$ cat config.mk
export PLATFORM = sky130hd
export DESIGN_NAME = regfile_wb_arbiter_flat
export DESIGN_NICKNAME = d
export VERILOG_FILES = /design/src/rtl/core_pkg.sv /design/src/rtl/regfile_wb_arbiter_if.sv /design/src/rtl/regfile_wb_arbiter_rr.sv /design/src/rtl/regfile_wb_arbiter.sv /design/src/flat_wrapper.sv
export SDC_FILE = /design/constraint.sdc
export NUM_CORES = 1
export LEC_CHECK = 0
export CORE_ASPECT_RATIO = 0.7
export CORE_MARGIN = 2
export CORE_UTILIZATION = 30
export CTS_BUF_LIST = sky130_fd_sc_hd__clkbuf_8
export DETAILED_ROUTE_END_ITERATION = 16
export PLACE_DENSITY = 0.53
export SLEW_MARGIN = 20
export SYNTH_ARGS = -nofsm -noshare
export SYNTH_HDL_FRONTEND = slang
export SYNTH_SLANG_ARGS = --single-unit
$ cat constraint.sdc
create_clock -name clk -period 7.1 [get_ports clk]
set_input_delay 2.13 -clock clk [delete_from_list [all_inputs] [get_ports clk]]
set_output_delay 2.13 -clock clk [all_outputs]
set_load 0.02 [all_outputs]
$ cat src/rtl/core_pkg.sv
// Shared core types for writeback arbitration: widths, the request bundle
// and the source identifiers used by round-robin arbiters.
package core_pkg;

    localparam int XLEN       = 32;
    localparam int NUM_REGS   = 32;
    localparam int REG_ADDR_W = $clog2(NUM_REGS);

    typedef enum logic {
        WB_ALU = 1'b0,
        WB_LSU = 1'b1
    } wb_src_e;

    typedef struct packed {
        logic                  valid;
        logic [REG_ADDR_W-1:0] rd;
        logic [XLEN-1:0]       data;
    } wb_req_t;

endpackage

$ cat src/rtl/regfile_wb_arbiter_if.sv
// Issue, writeback and register-file write port bundle around the arbiter.
// Signal suffixes are from the arbiter's point of view.
interface regfile_wb_arbiter_if;
    import core_pkg::*;

    logic                  issue_valid_i;
    logic [REG_ADDR_W-1:0] issue_rd_i;
    logic [REG_ADDR_W-1:0] issue_rs1_i;
    logic [REG_ADDR_W-1:0] issue_rs2_i;
    logic                  issue_stall_o;
    logic                  alu_valid_i;
    logic [REG_ADDR_W-1:0] alu_rd_i;
    logic [XLEN-1:0]       alu_data_i;
    logic                  alu_ready_o;
    logic                  lsu_valid_i;
    logic [REG_ADDR_W-1:0] lsu_rd_i;
    logic [XLEN-1:0]       lsu_data_i;
    logic                  lsu_ready_o;
    logic [REG_ADDR_W-1:0] rf_rd_o;
    logic [XLEN-1:0]       rf_data_o;
    logic                  wb_err_o;

    modport slave (
        input  issue_valid_i, issue_rd_i, issue_rs1_i, issue_rs2_i,
        input  alu_valid_i, alu_rd_i, alu_data_i,
        input  lsu_valid_i, lsu_rd_i, lsu_data_i,
        output issue_stall_o, alu_ready_o, lsu_ready_o,
        output rf_rd_o, rf_data_o, wb_err_o
    );

    modport master (
        output issue_valid_i, issue_rd_i, issue_rs1_i, issue_rs2_i,
        output alu_valid_i, alu_rd_i, alu_data_i,
        output lsu_valid_i, lsu_rd_i, lsu_data_i,
        input  issue_stall_o, alu_ready_o, lsu_ready_o,
        input  rf_rd_o, rf_data_o, wb_err_o
    );

endinterface

$ cat src/rtl/regfile_wb_arbiter_rr.sv
// Two-way round-robin arbiter. Index 0 is the ALU-side requester, index 1 the
// LSU side; the last-grant register only moves when both request together.
module wb_rr_arbiter
    import core_pkg::*;
(
    input  logic       clk,
    input  logic       rstn_i,
    input  logic [1:0] req_i,
    output logic [1:0] gnt_o
);

    wb_src_e    last_q;
    wb_src_e    last_d;
    logic [1:0] gnt_s;

    // Grant selection and last-grant update for contested cycles
    always_comb begin
        gnt_s  = 2'b00;
        last_d = last_q;
        if (req_i == 2'b11) begin
            if (last_q == WB_LSU) begin
                gnt_s  = 2'b01;
                last_d = WB_ALU;
            end else begin
                gnt_s  = 2'b10;
                last_d = WB_LSU;
            end
        end else begin
            gnt_s = req_i;
        end
    end

    // Last-grant register; LSU after reset so the ALU wins the first contest
    always_ff @(posedge clk or negedge rstn_i) begin
        if (!rstn_i) begin
            last_q <= WB_LSU;
        end else begin
            last_q <= last_d;
        end
    end

    assign gnt_o = gnt_s;

endmodule

$ cat src/rtl/regfile_wb_arbiter.sv
// Register-file write-port owner: arbitrates ALU/LSU writebacks into a
// registered write port and tracks per-register busy bits for issue hazards.
module regfile_wb_arbiter
    import core_pkg::*;
(
    input  logic                 clk,
    input  logic                 rstn_i,
    regfile_wb_arbiter_if.slave  bus
);

    localparam logic [NUM_REGS-1:0] REG_ONE_HOT0 = {{(NUM_REGS-1){1'b0}}, 1'b1};

    logic [NUM_REGS-1:0]   busy_q, busy_d;
    logic [REG_ADDR_W-1:0] rf_rd_q, rf_rd_d;
    logic [XLEN-1:0]       rf_data_q, rf_data_d;
    logic                  wb_err_q, wb_err_d;
    logic [NUM_REGS-1:0]   clr_mask_s, set_mask_s;
    logic                  stall_s;
    logic                  issue_acc_s;
    logic [1:0]            gnt_s;
    wb_req_t               alu_req_s, lsu_req_s, sel_s;

    wb_rr_arbiter u_arb (
        .clk    (clk),
        .rstn_i (rstn_i),
        .req_i  ({lsu_req_s.valid, alu_req_s.valid}),
        .gnt_o  (gnt_s)
    );

    // Hazard check, writeback selection and scoreboard next state
    always_comb begin
        alu_req_s   = '{valid: bus.alu_valid_i, rd: bus.alu_rd_i, data: bus.alu_data_i};
        lsu_req_s   = '{valid: bus.lsu_valid_i, rd: bus.lsu_rd_i, data: bus.lsu_data_i};
        stall_s     = bus.issue_valid_i & (busy_q[bus.issue_rs1_i] |
                                           busy_q[bus.issue_rs2_i] |
                                           busy_q[bus.issue_rd_i]);
        issue_acc_s = bus.issue_valid_i & ~stall_s;

        if (gnt_s[0]) begin
            sel_s = alu_req_s;
        end else if (gnt_s[1]) begin
            sel_s = lsu_req_s;
        end else begin
            sel_s = '0;
        end
        rf_rd_d   = sel_s.valid ? sel_s.rd : {REG_ADDR_W{1'b0}};
        rf_data_d = sel_s.data;

        // The write being presented now lands at the next edge, so its busy bit
        // clears there; an issue set on the same index still wins.
        clr_mask_s = REG_ONE_HOT0 << rf_rd_q;
        set_mask_s = issue_acc_s ? (REG_ONE_HOT0 << bus.issue_rd_i) : {NUM_REGS{1'b0}};
        busy_d     = ((busy_q & ~clr_mask_s) | set_mask_s) & ~REG_ONE_HOT0;

        wb_err_d   = (rf_rd_d != {REG_ADDR_W{1'b0}}) & ~busy_d[rf_rd_d];
    end

    // Scoreboard and registered write port
    always_ff @(posedge clk or negedge rstn_i) begin
        if (!rstn_i) begin
            busy_q    <= {NUM_REGS{1'b0}};
            rf_rd_q   <= {REG_ADDR_W{1'b0}};
            rf_data_q <= {XLEN{1'b0}};
            wb_err_q  <= 1'b0;
        end else begin
            busy_q    <= busy_d;
            rf_rd_q   <= rf_rd_d;
            rf_data_q <= rf_data_d;
            wb_err_q  <= wb_err_d;
        end
    end

    assign bus.issue_stall_o = stall_s;
    assign bus.alu_ready_o   = gnt_s[0];
    assign bus.lsu_ready_o   = gnt_s[1];
    assign bus.rf_rd_o       = rf_rd_q;
    assign bus.rf_data_o     = rf_data_q;
    assign bus.wb_err_o      = wb_err_q;

endmodule

$ cat src/flat_wrapper.sv
// flat-port wrapper written by rule: the top's interface ports become plain ports
module regfile_wb_arbiter_flat import core_pkg::*;
  (clk, rstn_i, bus_issue_valid_i, bus_issue_rd_i, bus_issue_rs1_i, bus_issue_rs2_i, bus_alu_valid_i, bus_alu_rd_i, bus_alu_data_i, bus_lsu_valid_i, bus_lsu_rd_i, bus_lsu_data_i, bus_issue_stall_o, bus_alu_ready_o, bus_lsu_ready_o, bus_rf_rd_o, bus_rf_data_o, bus_wb_err_o);
  regfile_wb_arbiter_if bus_i ();
  input  logic clk;
  input  logic rstn_i;
  input wire logic [$bits(bus_i.issue_valid_i)-1:0] bus_issue_valid_i;
  input wire logic [$bits(bus_i.issue_rd_i)-1:0] bus_issue_rd_i;
  input wire logic [$bits(bus_i.issue_rs1_i)-1:0] bus_issue_rs1_i;
  input wire logic [$bits(bus_i.issue_rs2_i)-1:0] bus_issue_rs2_i;
  input wire logic [$bits(bus_i.alu_valid_i)-1:0] bus_alu_valid_i;
  input wire logic [$bits(bus_i.alu_rd_i)-1:0] bus_alu_rd_i;
  input wire logic [$bits(bus_i.alu_data_i)-1:0] bus_alu_data_i;
  input wire logic [$bits(bus_i.lsu_valid_i)-1:0] bus_lsu_valid_i;
  input wire logic [$bits(bus_i.lsu_rd_i)-1:0] bus_lsu_rd_i;
  input wire logic [$bits(bus_i.lsu_data_i)-1:0] bus_lsu_data_i;
  output wire logic [$bits(bus_i.issue_stall_o)-1:0] bus_issue_stall_o;
  output wire logic [$bits(bus_i.alu_ready_o)-1:0] bus_alu_ready_o;
  output wire logic [$bits(bus_i.lsu_ready_o)-1:0] bus_lsu_ready_o;
  output wire logic [$bits(bus_i.rf_rd_o)-1:0] bus_rf_rd_o;
  output wire logic [$bits(bus_i.rf_data_o)-1:0] bus_rf_data_o;
  output wire logic [$bits(bus_i.wb_err_o)-1:0] bus_wb_err_o;
  assign bus_i.issue_valid_i = bus_issue_valid_i;
  assign bus_i.issue_rd_i = bus_issue_rd_i;
  assign bus_i.issue_rs1_i = bus_issue_rs1_i;
  assign bus_i.issue_rs2_i = bus_issue_rs2_i;
  assign bus_i.alu_valid_i = bus_alu_valid_i;
  assign bus_i.alu_rd_i = bus_alu_rd_i;
  assign bus_i.alu_data_i = bus_alu_data_i;
  assign bus_i.lsu_valid_i = bus_lsu_valid_i;
  assign bus_i.lsu_rd_i = bus_lsu_rd_i;
  assign bus_i.lsu_data_i = bus_lsu_data_i;
  assign bus_issue_stall_o = bus_i.issue_stall_o;
  assign bus_alu_ready_o = bus_i.alu_ready_o;
  assign bus_lsu_ready_o = bus_i.lsu_ready_o;
  assign bus_rf_rd_o = bus_i.rf_rd_o;
  assign bus_rf_data_o = bus_i.rf_data_o;
  assign bus_wb_err_o = bus_i.wb_err_o;
  regfile_wb_arbiter u_core (.clk(clk), .rstn_i(rstn_i), .bus(bus_i));
endmodule
# Yosys cells after proc, flatten, opt, wreduce, memory -nomap -nowiden
# Cells that the tools add are included.
[word_totals]
romBits = 0
register_bits = 70
out_inout_bits = 41
latch_bits = 0
elab_cells = 38
n_memories = 0
ram_bits = 0
[op_classes]
n_div = 0
n_shift = 2
order_cmp = 4
n_eq_ne = 1
reduce_logical = 1
mul = 0
n_bitwise = 10
mux = 15
n_addsub = 0
[ops]
columns = ["operator", "n"]
rows = [
  ["38-bit two-way mux", 2],
  ["1-bit by 5-bit << shifter with 32-bit output (first input constant)", 2],
  ["32-bit AND", 1],
  ["32-bit two-way mux", 1],
  ["32-bit inverter", 1],
  ["32-bit bitwise OR", 1],
  ["5-bit by 6-bit < comparator with 1-bit output (second input constant)", 4],
  ["1-bit binary-select mux with 5-bit select", 4],
  ["1-bit two-way mux", 5],
  ["5-bit two-way mux", 1],
  ["5-bit nonzero test", 1],
  ["2-bit two-way mux", 2],
  ["1-bit AND", 3],
  ["2-bit equality test (second input constant)", 1],
  ["1-bit inverter", 2],
  ["1-bit bitwise OR", 2],
]

# Logic depth before layout (Yosys ltp)
# Gate-level depths: netlist of run 1.
[depth]
word_depth = 13
mapped_depth = 12
mapped_depth_nobuf = 10

# Cells and area by module
# Synthesis of run 1 repeated with hierarchy kept, for this count alone.
[hier_totals]
cells_unflattened = 414
hier_area_um2 = 4161.5
[modules_own_cells]
columns = ["mod", "instances", "cells_each", "area_each_um2"]
rows = [
  ["regfile_wb_arbiter", 1, 408, 4103.9],
  ["wb_rr_arbiter", 1, 6, 57.6],
]

# Least setup slack after synthesis of run 1
# No wires, ideal clock.
[synth_timing]
kind = "in2out"
startpoint = "input port bus_issue_rd_i[0]"
endpoint = "output port bus_issue_stall_o"
arrival_ns = 4.047
n_path_buf = 3
required_ns = 4.970
stages = 8
slack_ns = 0.923
path_cell_list = "buf_2 -> buf_2 -> nand3_1 -> a41o_1 -> nor4_1 -> nor3_4 -> buf_4 -> nor2b_1"
[synth_between]
elab_chain_cells = 4
[synth_rtl]
columns = ["element", "line_no", "rtl"]
rows = [
  ["start, declared", "flat_wrapper.sv:8", "input wire logic [$bits(bus_i.issue_rd_i)-1:0] bus_issue_rd_i;"],
  ["1-bit binary-select mux with 5-bit select", "regfile_wb_arbiter.sv:36", "busy_q[bus.issue_rd_i]);"],
  ["1-bit two-way mux (implied by the code)", "regfile_wb_arbiter.sv:36", ""],
  ["1-bit bitwise OR", "regfile_wb_arbiter.sv:35", "busy_q[bus.issue_rs2_i] |"],
  ["1-bit AND", "regfile_wb_arbiter.sv:34", "stall_s = bus.issue_valid_i & (busy_q[bus.issue_rs1_i] |"],
  ["end, declared", "flat_wrapper.sv:17", "output wire logic [$bits(bus_i.issue_stall_o)-1:0] bus_issue_stall_o;"],
]
# Every way passes these cells. The select of a mux whose other input is x is not followed.

# Worst setup path in the final report of run 1
# Ends and elaborated chain as after synthesis.

==> impl_results.md, run 1 <==
* Routed length per placed instance at 20.4 µm
* HPWL Detailed at between 10000 and 15000 µm
* Critical Path AT at between 4 and 5 ns
* Final setup violation count at 0
* CP max FO at 11
* Post-DRT Antenna Nets at 0
* Worst-margin pin slew at 0.928 ns
* CTS Buf Count at 9
* VDD IR max at around 120 µV
* Die H at 106 µm
* Die span in x at 149 µm
* All-Layer GR Usage at 22.4%
* Rows at 37
* H-tree Lvls at 3
* Number of global-route vias before repair at between 4000 and 5000
* WHS Endpoint: u_core.u_arb.last_q$_DFFE_PN1P_
* Vias per cell at 5.38
* CP most frequent cell: clkdlybuf4s50_1
* Largest family of logic cells by synthesized area: simple AND/OR/NAND/NOR gates
* Commonest non-fill, non-tap cell in the layout: clkdlybuf4s50_1
* Post-synthesis cell area at approximately 4400 µm²
* Final worst-path cycle share at a little over nine tenths
* Post-Synth Simple-Gate Area at between 20% and 30%
* # Post-CTS Setup Buffers at 0
* Crit-path slowest cell: clkdlybuf4s50_1
* Net Count, Synth at 600
* ANT cells at 0
* P&R area growth vs syn at 40.1%
* Outcome: complete, no violations
* I/O pin count at ~140
* Synth Flop Type: dfrtp_1
* TritonCTS Sinks at 70
* Min cycle time layout at about 7 ns
* Async set or reset register ratio after synthesis at 100%
* Initial antenna violation count at 0
* Cell Count, Final, Fillers Out at ~840
* GP Congestion at approximately 0.95
* Number of port buffers at 134
* Largest stage delay, worst path at 0.62 ns
* Synth Area in Compound Gates at roughly 21%
* HP Start: u_core.u_arb.last_q$_DFFE_PN1P_
* DR vias at around 4500
* Die area at around 16000 µm²
* Synth cell types at 66
* Post-synthesis xor/xnor area fraction at less than 1%
* Remaining Overflow, GRT at 0
* Final core utilization at between 40% and 50%
* Clock-pin slew on the worst setup and hold paths at approximately 0.080 ns
* Worst hold stages at 1
* Nets at between 700 and 800
* Critical path endpoint category: output port
* Critical setup path kind: input port to output port
* FF-to-FF End: u_core.bus.wb_err_o$_DFF_PN0_
* Hold Vio Cnt, Final at 0
* Cell area power density at ~270 nW/µm²
* Drt drc at 0
* Placed Cells at 826
* FF+latch count, synth at 70
* Syn Inst Count at 506
* Most frequent cells in the layout: clkdlybuf4s50_1, nand2_1, o21ai_0
* Clock Latency Late Sink at 0.36 ns
* Mux share of post-synthesis cell area at between 10% and 20%
* Global-route wire length before repair at approximately 27000 µm
* Sequential fraction of the synthesis area at 39.5%
* Post-synth top area cell: dfrtp_1
* Top post-synthesis cells by area: dfrtp_1, o21ai_0, nand2_1
* Reg2reg start: u_core.busy_q[22]$_DFF_PN0_
* Drt first pass iters at 5
* Detailed router's first-iteration violation count at 429
* Top achievable clock speed at between 100 and 150 MHz
* CTS Root Cell: clkbuf_8
* Pin count of the biggest net entering global routing at ~70
* MaxCap Viol Count at 0
* R2R Setup Slk at approximately 3.2 ns
* HP Class: flop to flop
* Core area at roughly 15000 µm²
* Ys Warns at 0
* Slew Limit Fails at 0
* Pleak at about 2.6 nW
* Overall power at 1.66 mW
* Critical Path Start Type: input port
* Unrepaired setup endpoints after global routing: false
* Adder-Cell Fraction of Synth Area at 0%
* Post-synth EDFFs at 0
* Drt total wl at around 17000 µm
* Layout cells sized above 1 at between 10 and 15%
* Slew margin rel. at between 30% and 40%
* Synthesized area per cell at slightly below 9 µm²
* Register-to-Register Path Depth at 10
* Initial Utilization at between 30% and 40%
* Cell Chain, Critical Path: clkdlybuf4s50_1, buf_4, mux4_2, o22ai_1, nor4_2, nor3_4, nor2b_1, clkdlybuf4s50_1
* Worst clock skew at around 0.013 ns
* Worst-case clock buffer depth at 2
* Area share of the leading cell type in the synthesized netlist at 39.0%
* CTS tree: built
* Critical Path RT at around 5.0 ns
[synthesized netlist by cell type (all sizes together), types with 2 or more instances]
master     n
o2111ai    4
o22a       4
o22ai      2
a311oi     7
and3       3
mux2i     23
or3        2
nor4       3
mux4       9
o21ai     87
nand4      5
nand2    107
o21a       6
a31oi     14
xnor2      2
or3b       4
o211ai     4
a221o      2
and2       5
a22oi      3
nor2      17
nand3     17
a31o       3
clkbuf    19
inv       13
or2        4
nor2b     12
dfrtp     69
nand2b     9
nand3b     8
buf       11
nor3       4
mux2       5
a21oi      4
[sequential cells by signal (all words and copies together) (netlist names)]
signal                cells
u_core.u_arb.last_q       1
u_core.busy_q            31
u_core.bus.wb_err_o       1
u_core.bus.rf_data_o     32
u_core.bus.rf_rd_o        5
[worst max-delay path by stage]
| stage | from | endpoint | depth (start not counted) |
|---|---|---|---|
| after detailed placement | bus_issue_rs1_i[0] | bus_issue_stall_o | 8 |
| final | bus_issue_rd_i[0] | bus_issue_stall_o | 8 |
| after global routing | bus_issue_rd_i[0] | bus_issue_stall_o | 8 |
| after floorplan | bus_issue_rd_i[0] | bus_issue_stall_o | 8 |
| after global placement | bus_issue_rs1_i[0] | bus_issue_stall_o | 8 |
| after CTS | bus_issue_rs1_i[2] | bus_issue_stall_o | 8 |
[per-layer routing]
layer  part of all wire (%)  wire (µm)  vias up  track usage [%]
met1                     46       7930     2174             32.1
li1                       -          -     2100                -
met5                      0          0        -                0
met3                     11       1920       23             8.61
met4                    1.2        203        0             4.69
met2                     41       7110      237             31.8
[cell families (layout without fill, tap and decap cells)]
logic type | Yosys count | after routing
xor+xnor | 2 | 2
compound gates | 148 | 148
flops | 70 | 70
mux | 37 | 37
simple gates | 206 | 206
buf+inv | 43 | 184
[critical path, delay by kind of cell]
kind	cells	cell delay [ns]
buf+inv	3	1.45
mux	1	0.52
simple gates	3	0.49
compound gates	1	0.21
[final cells by class]
type / count / area [µm²]
clock inverter: 6 / 61.3
timing repair buffer: 155 / 1500
sequential: 70 / 1750
fill: 1445 / 8370
inverter: 13 / 48.8
multi-input combinational: 393 / 2470
tap: 195 / 244
clock buffer: 10 / 138
[per-stage QoR]
stage | area, µm² | hold WS [ns] | setup TNS, ns | worst slack, ns
2_1_floorplan | 4430 | 0.478 | 0 | 0.923
3_3_place_gp | 6000 | 0.492 | -0.0412 | -0.0412
3_5_place_dp | 6000 | 0.501 | -0.0779 | -0.0779
4_1_cts | 6200 | 0.509 | 0 | 0.119
5_1_grt | 6210 | 0.520 | 0 | 0.0190
6_report | 6210 | 0.508 | 0 | 0.167
[power by group]
part	switching [mW]	internal [mW]	total [mW]	leakage (nW)
Clock	0.162	0.171	0.333	0.102
Sequential	0.140	0.509	0.649	0.875
Combinational	0.377	0.298	0.675	1.58
[repair_timing]
action                                  4_1_cts  5_1_grt
endpoints found under the setup margin        1        1
hold buffers                                  0        0
gates resized for setup                       1        3
Note: power is estimated with default switching activity, not from simulation.
==> run 2: changes to the inputs <==
--- a/config.mk
+++ b/config.mk
@@ -5,12 +5,14 @@
 export SDC_FILE = /design/constraint.sdc
 export NUM_CORES = 1
 export LEC_CHECK = 0
+export ABC_AREA = 1
 export CORE_ASPECT_RATIO = 0.7
 export CORE_MARGIN = 2
 export CORE_UTILIZATION = 30
 export CTS_BUF_LIST = sky130_fd_sc_hd__clkbuf_8
 export DETAILED_ROUTE_END_ITERATION = 16
-export PLACE_DENSITY = 0.53
+export PLACE_DENSITY = 0.54
+export RECOVER_POWER = 25
 export SLEW_MARGIN = 20
 export SYNTH_ARGS = -nofsm -noshare
 export SYNTH_HDL_FRONTEND = slang
==> impl_results.md, run 2 <==
* Top achievable clock speed at 149 MHz (+3.4%)
* Drt total wl at 17300 µm (+0.80%)
* Fill cells at 1422 (-1.6%)
* Clock-pin slew on the worst setup and hold paths at 0.08 ns (about the same)
* Pleak at 2.73 nW (+7.0%)
* Post-synthesis cell area at 4360 µm² (-1.7%)
* Detailed router's first-iteration violation count at 599 (+40%)
* Post-synth top cells: nand2_1, nand3_1, dfrtp_1, inv_1, o21ai_0
* CP top delay family: buffers and inverters
* Core area at 14100 µm² (-3.6%)
* CTS tree: built
* Synthesized area per cell at 7.12 µm² (-19%)
* Syn Inst Count at 612 (+21%)
* Ys Warns at 0 (unchanged)
* CTS Buf Count at 9 (unchanged)
* Layout cells sized above 1 at 5.95% (-5.2 points)
* Die H at 105 µm (-0.83%)
* Sequential fraction of the synthesis area at 40.2% (+0.69 points)
* CP most frequent cell: nand2_1
* Largest stage delay, worst path at 0.82 ns (+0.20 ns)
* Critical Path AT at 4.57 ns (-0.23 ns)
* Failing checks: max-capacitance violations, max-slew violations
* Setup TNS Final at 0 ns (unchanged)
* Outcome: finished, violations left
* Initial antenna violation count at 0 (unchanged)
* H-tree Lvls at 3 (unchanged)
* # Post-CTS Setup Buffers at 0 (unchanged)
* Async set or reset register ratio after synthesis at 100% (unchanged)
* Critical path endpoint category: output port
* Final setup violation count at 0 (unchanged)
* DR vias at 4931 (+8.8%)
* Die span in x at 148 µm (-0.84%)
* CP max FO at 11 (unchanged)
* Critical Path RT at 4.97 ns (about the same)
* Routed length per placed instance at 18.6 µm (-8.6%)
* GP Congestion at 0.953 (+0.73%)
* P&R area growth vs syn at 39.2%
* Synth cell types at 33 (-50%)
* Area share of the leading cell type in the synthesized netlist at 39.6% (+0.68 points)
* Placed Area at 5840 µm² (-2.8%)
* Hold-fix buffers, CTS at 0 (unchanged)
* Overall power at 1.76 mW (+6.1%)
* Vias per cell at 5.31 (-1.4%)
* Drt first pass iters at 5 (unchanged)
* Crit-path slowest cell: clkdlybuf4s50_1
* CTS Root Cell: clkbuf_8
* FF+latch count, synth at 70 (unchanged)
* Post-DRT Antenna Nets at 0 (unchanged)
* VDD IR max at 146 µV (+24%)
* MaxCap Viol Count at 1 (+1)
* Crit path buffers/inverters at 4 (+1)
* I/O pin count at 135 (unchanged)
* Slew Limit Fails at 71 (+71)
* Worst clock skew at 0.0143 ns (+0.000814 ns)
* Net Count, Synth at 706 (+18%)
* Clock Latency Late Sink at 0.35 ns (about the same)
* Cell area power density at 290 nW/µm² (+8.7%)
* Critical Path Start Type: input port
* Pin count of the biggest net entering global routing at 71 (unchanged)
* Initial Utilization at 31.0% (+0.60 points)
* Rows at 36 (-2.7%)
* Post-synth top area cell: dfrtp_1
* HP Class: flop to flop
* Hold Vio Cnt, Final at 0 (unchanged)
* Design Area, Final at 6070 µm² (-2.4%)
* HPWL Detailed at 13300 µm (-0.89%)
* Critical setup path kind: input port to output port
* Nets at 828 (+13%)
* ANT cells at 0 (unchanged)
* Min cycle time layout at 6.70 ns (-0.230 ns)
* Top post-synthesis cells by area: dfrtp_1, nand2_1, nand3_1
* Final worst-path cycle share at 94.4% (-3.2 points)
* Number of port buffers at 134 (unchanged)
* Drt drc at 0 (unchanged)
* Worst-margin pin slew at 3.82 ns (+2.89 ns)
* Global-route wire length before repair at 26800 µm (+0.42%)
* Worst-case clock buffer depth at 2 (unchanged)
* Number of global-route vias before repair at 4781 (+4.4%)
* Die area at 15500 µm² (-1.7%)
* Most frequent cells in the layout: nand2_1, clkdlybuf4s50_1, nand3_1
* Remaining Overflow, GRT at 0 (unchanged)
* Commonest non-fill, non-tap cell in the layout: nand2_1
* Cell Chain, Critical Path: clkdlybuf4s50_1, inv_4, nor2_8, nand2_1, nand4_1, nand3_1, nand2_1, nand2_1, nand2_2, o21ai_0, inv_1, clkdlybuf4s50_1
* Count leader, synth: nand2_1
* Max FFs per register at 32 (unchanged)
* All-Layer GR Usage at 22.6% (+0.18 points)
* Post-CTS Resized at 0 (-1)
* Slew margin rel. at -154% (-190 points)
* Synth Flop Type: dfrtp_1
* TritonCTS Sinks at 70 (unchanged)
* Post-synth EDFFs at 0 (unchanged)
* Unrepaired setup endpoints after global routing: false
run 2: changes by cell type in the layout (fill, tap and decap cells not counted), sizes merged, moves of 9 or more:
cell	change
nand2b	-9
mux4	-9
nor2	+16
a31oi	-14
inv	+34
nand2	+84
nand4	+9
nor2b	-12
o21ai	-47
nand3	+104
a22o	+33
buf	-11
mux2i	-23
run 2: final timing paths:
| check | cells past startpoint | endpoint | slack, ns | from |
|---|---|---|---|---|
| max reg2reg | 14 | u_core.bus.wb_err_o$_DFF_PN0_ | 3.71 | u_core.u_arb.last_q$_DFFE_PN1P_ |
| min | 2 | u_core.busy_q[5]$_DFF_PN0_ | 0.56 | u_core.busy_q[5]$_DFF_PN0_ |
| max | 12 | bus_issue_stall_o | 0.40 | bus_issue_rd_i[0] |
| min reg2reg | 2 | u_core.busy_q[5]$_DFF_PN0_ | 0.56 | u_core.busy_q[5]$_DFF_PN0_ |
| min in group asynchronous | 2 | u_core.bus.rf_data_o[7]$_DFF_PN0_ | 3.21 | rstn_i |
| max in group asynchronous | 2 | u_core.busy_q[3]$_DFF_PN0_ | 1.77 | rstn_i |
run 2: cell families after synthesis:
| group | Yosys count | synth area share [%] |
|---|---|---|
| simple gates | 372 | 38.0 |
| compound gates | 86 | 13.1 |
| buf+inv | 83 | 8.41 |
| flops | 70 | 40.2 |
| xor+xnor | 1 | 0.201 |
run 2: worst min-delay path: stages (launching register included):
cell and delay (ns):
dfrtp_1 0.35, o21ai_0 0.08, nand2_1 0.09
run 2: per-stage QoR:
stage                     hold slack [ns]  setup WS, ns  util (%)  instances
after floorplan                     0.489          1.75         -        612
after global placement              0.536         0.400      41.5        913
after detailed placement            0.530         0.420      41.5        913
after CTS                           0.548         0.411      43.2        929
after global routing                0.583         0.187      43.2        929
final                               0.561         0.398      43.2        929
run 2: metal layers:
layer | up-vias | part of all wire [%] | track usage (%)
li1 | 2306 | - | -
met1 | 2340 | 47 | 33.7
met2 | 269 | 41 | 32.0
met3 | 16 | 11 | 6.64
met4 | 0 | 0.95 | 4.90
met5 | - | 0 | 0
run 2: power breakdown:
group	switching [mW]	internal, mW
logic	0.411	0.277
registers	0.176	0.519
clock network	0.158	0.217
total	0.745	1.01
run 2: cell type report:
cell class	count	area, µm²	area share (%)
Clock buffer	11	151	2.50
Clock inverter	5	81.3	1.34
Inverter	49	186	3.07
Multi-Input combinational cell	459	2240	36.9
Sequential cell	70	1750	28.9
Tap cell	190	238	3.92
Timing Repair Buffer	145	1420	23.3
==> run 3: changes to the inputs <==
--- a/config.mk
+++ b/config.mk
@@ -11,6 +11,7 @@
 export CORE_UTILIZATION = 30
 export CTS_BUF_LIST = sky130_fd_sc_hd__clkbuf_8
 export DETAILED_ROUTE_END_ITERATION = 16
+export GPL_TIMING_DRIVEN = 1
 export PLACE_DENSITY = 0.54
 export RECOVER_POWER = 25
 export SLEW_MARGIN = 20
==> results of run 3 <==
The final DEF is identical to that of run 2; final timing and power are the same.
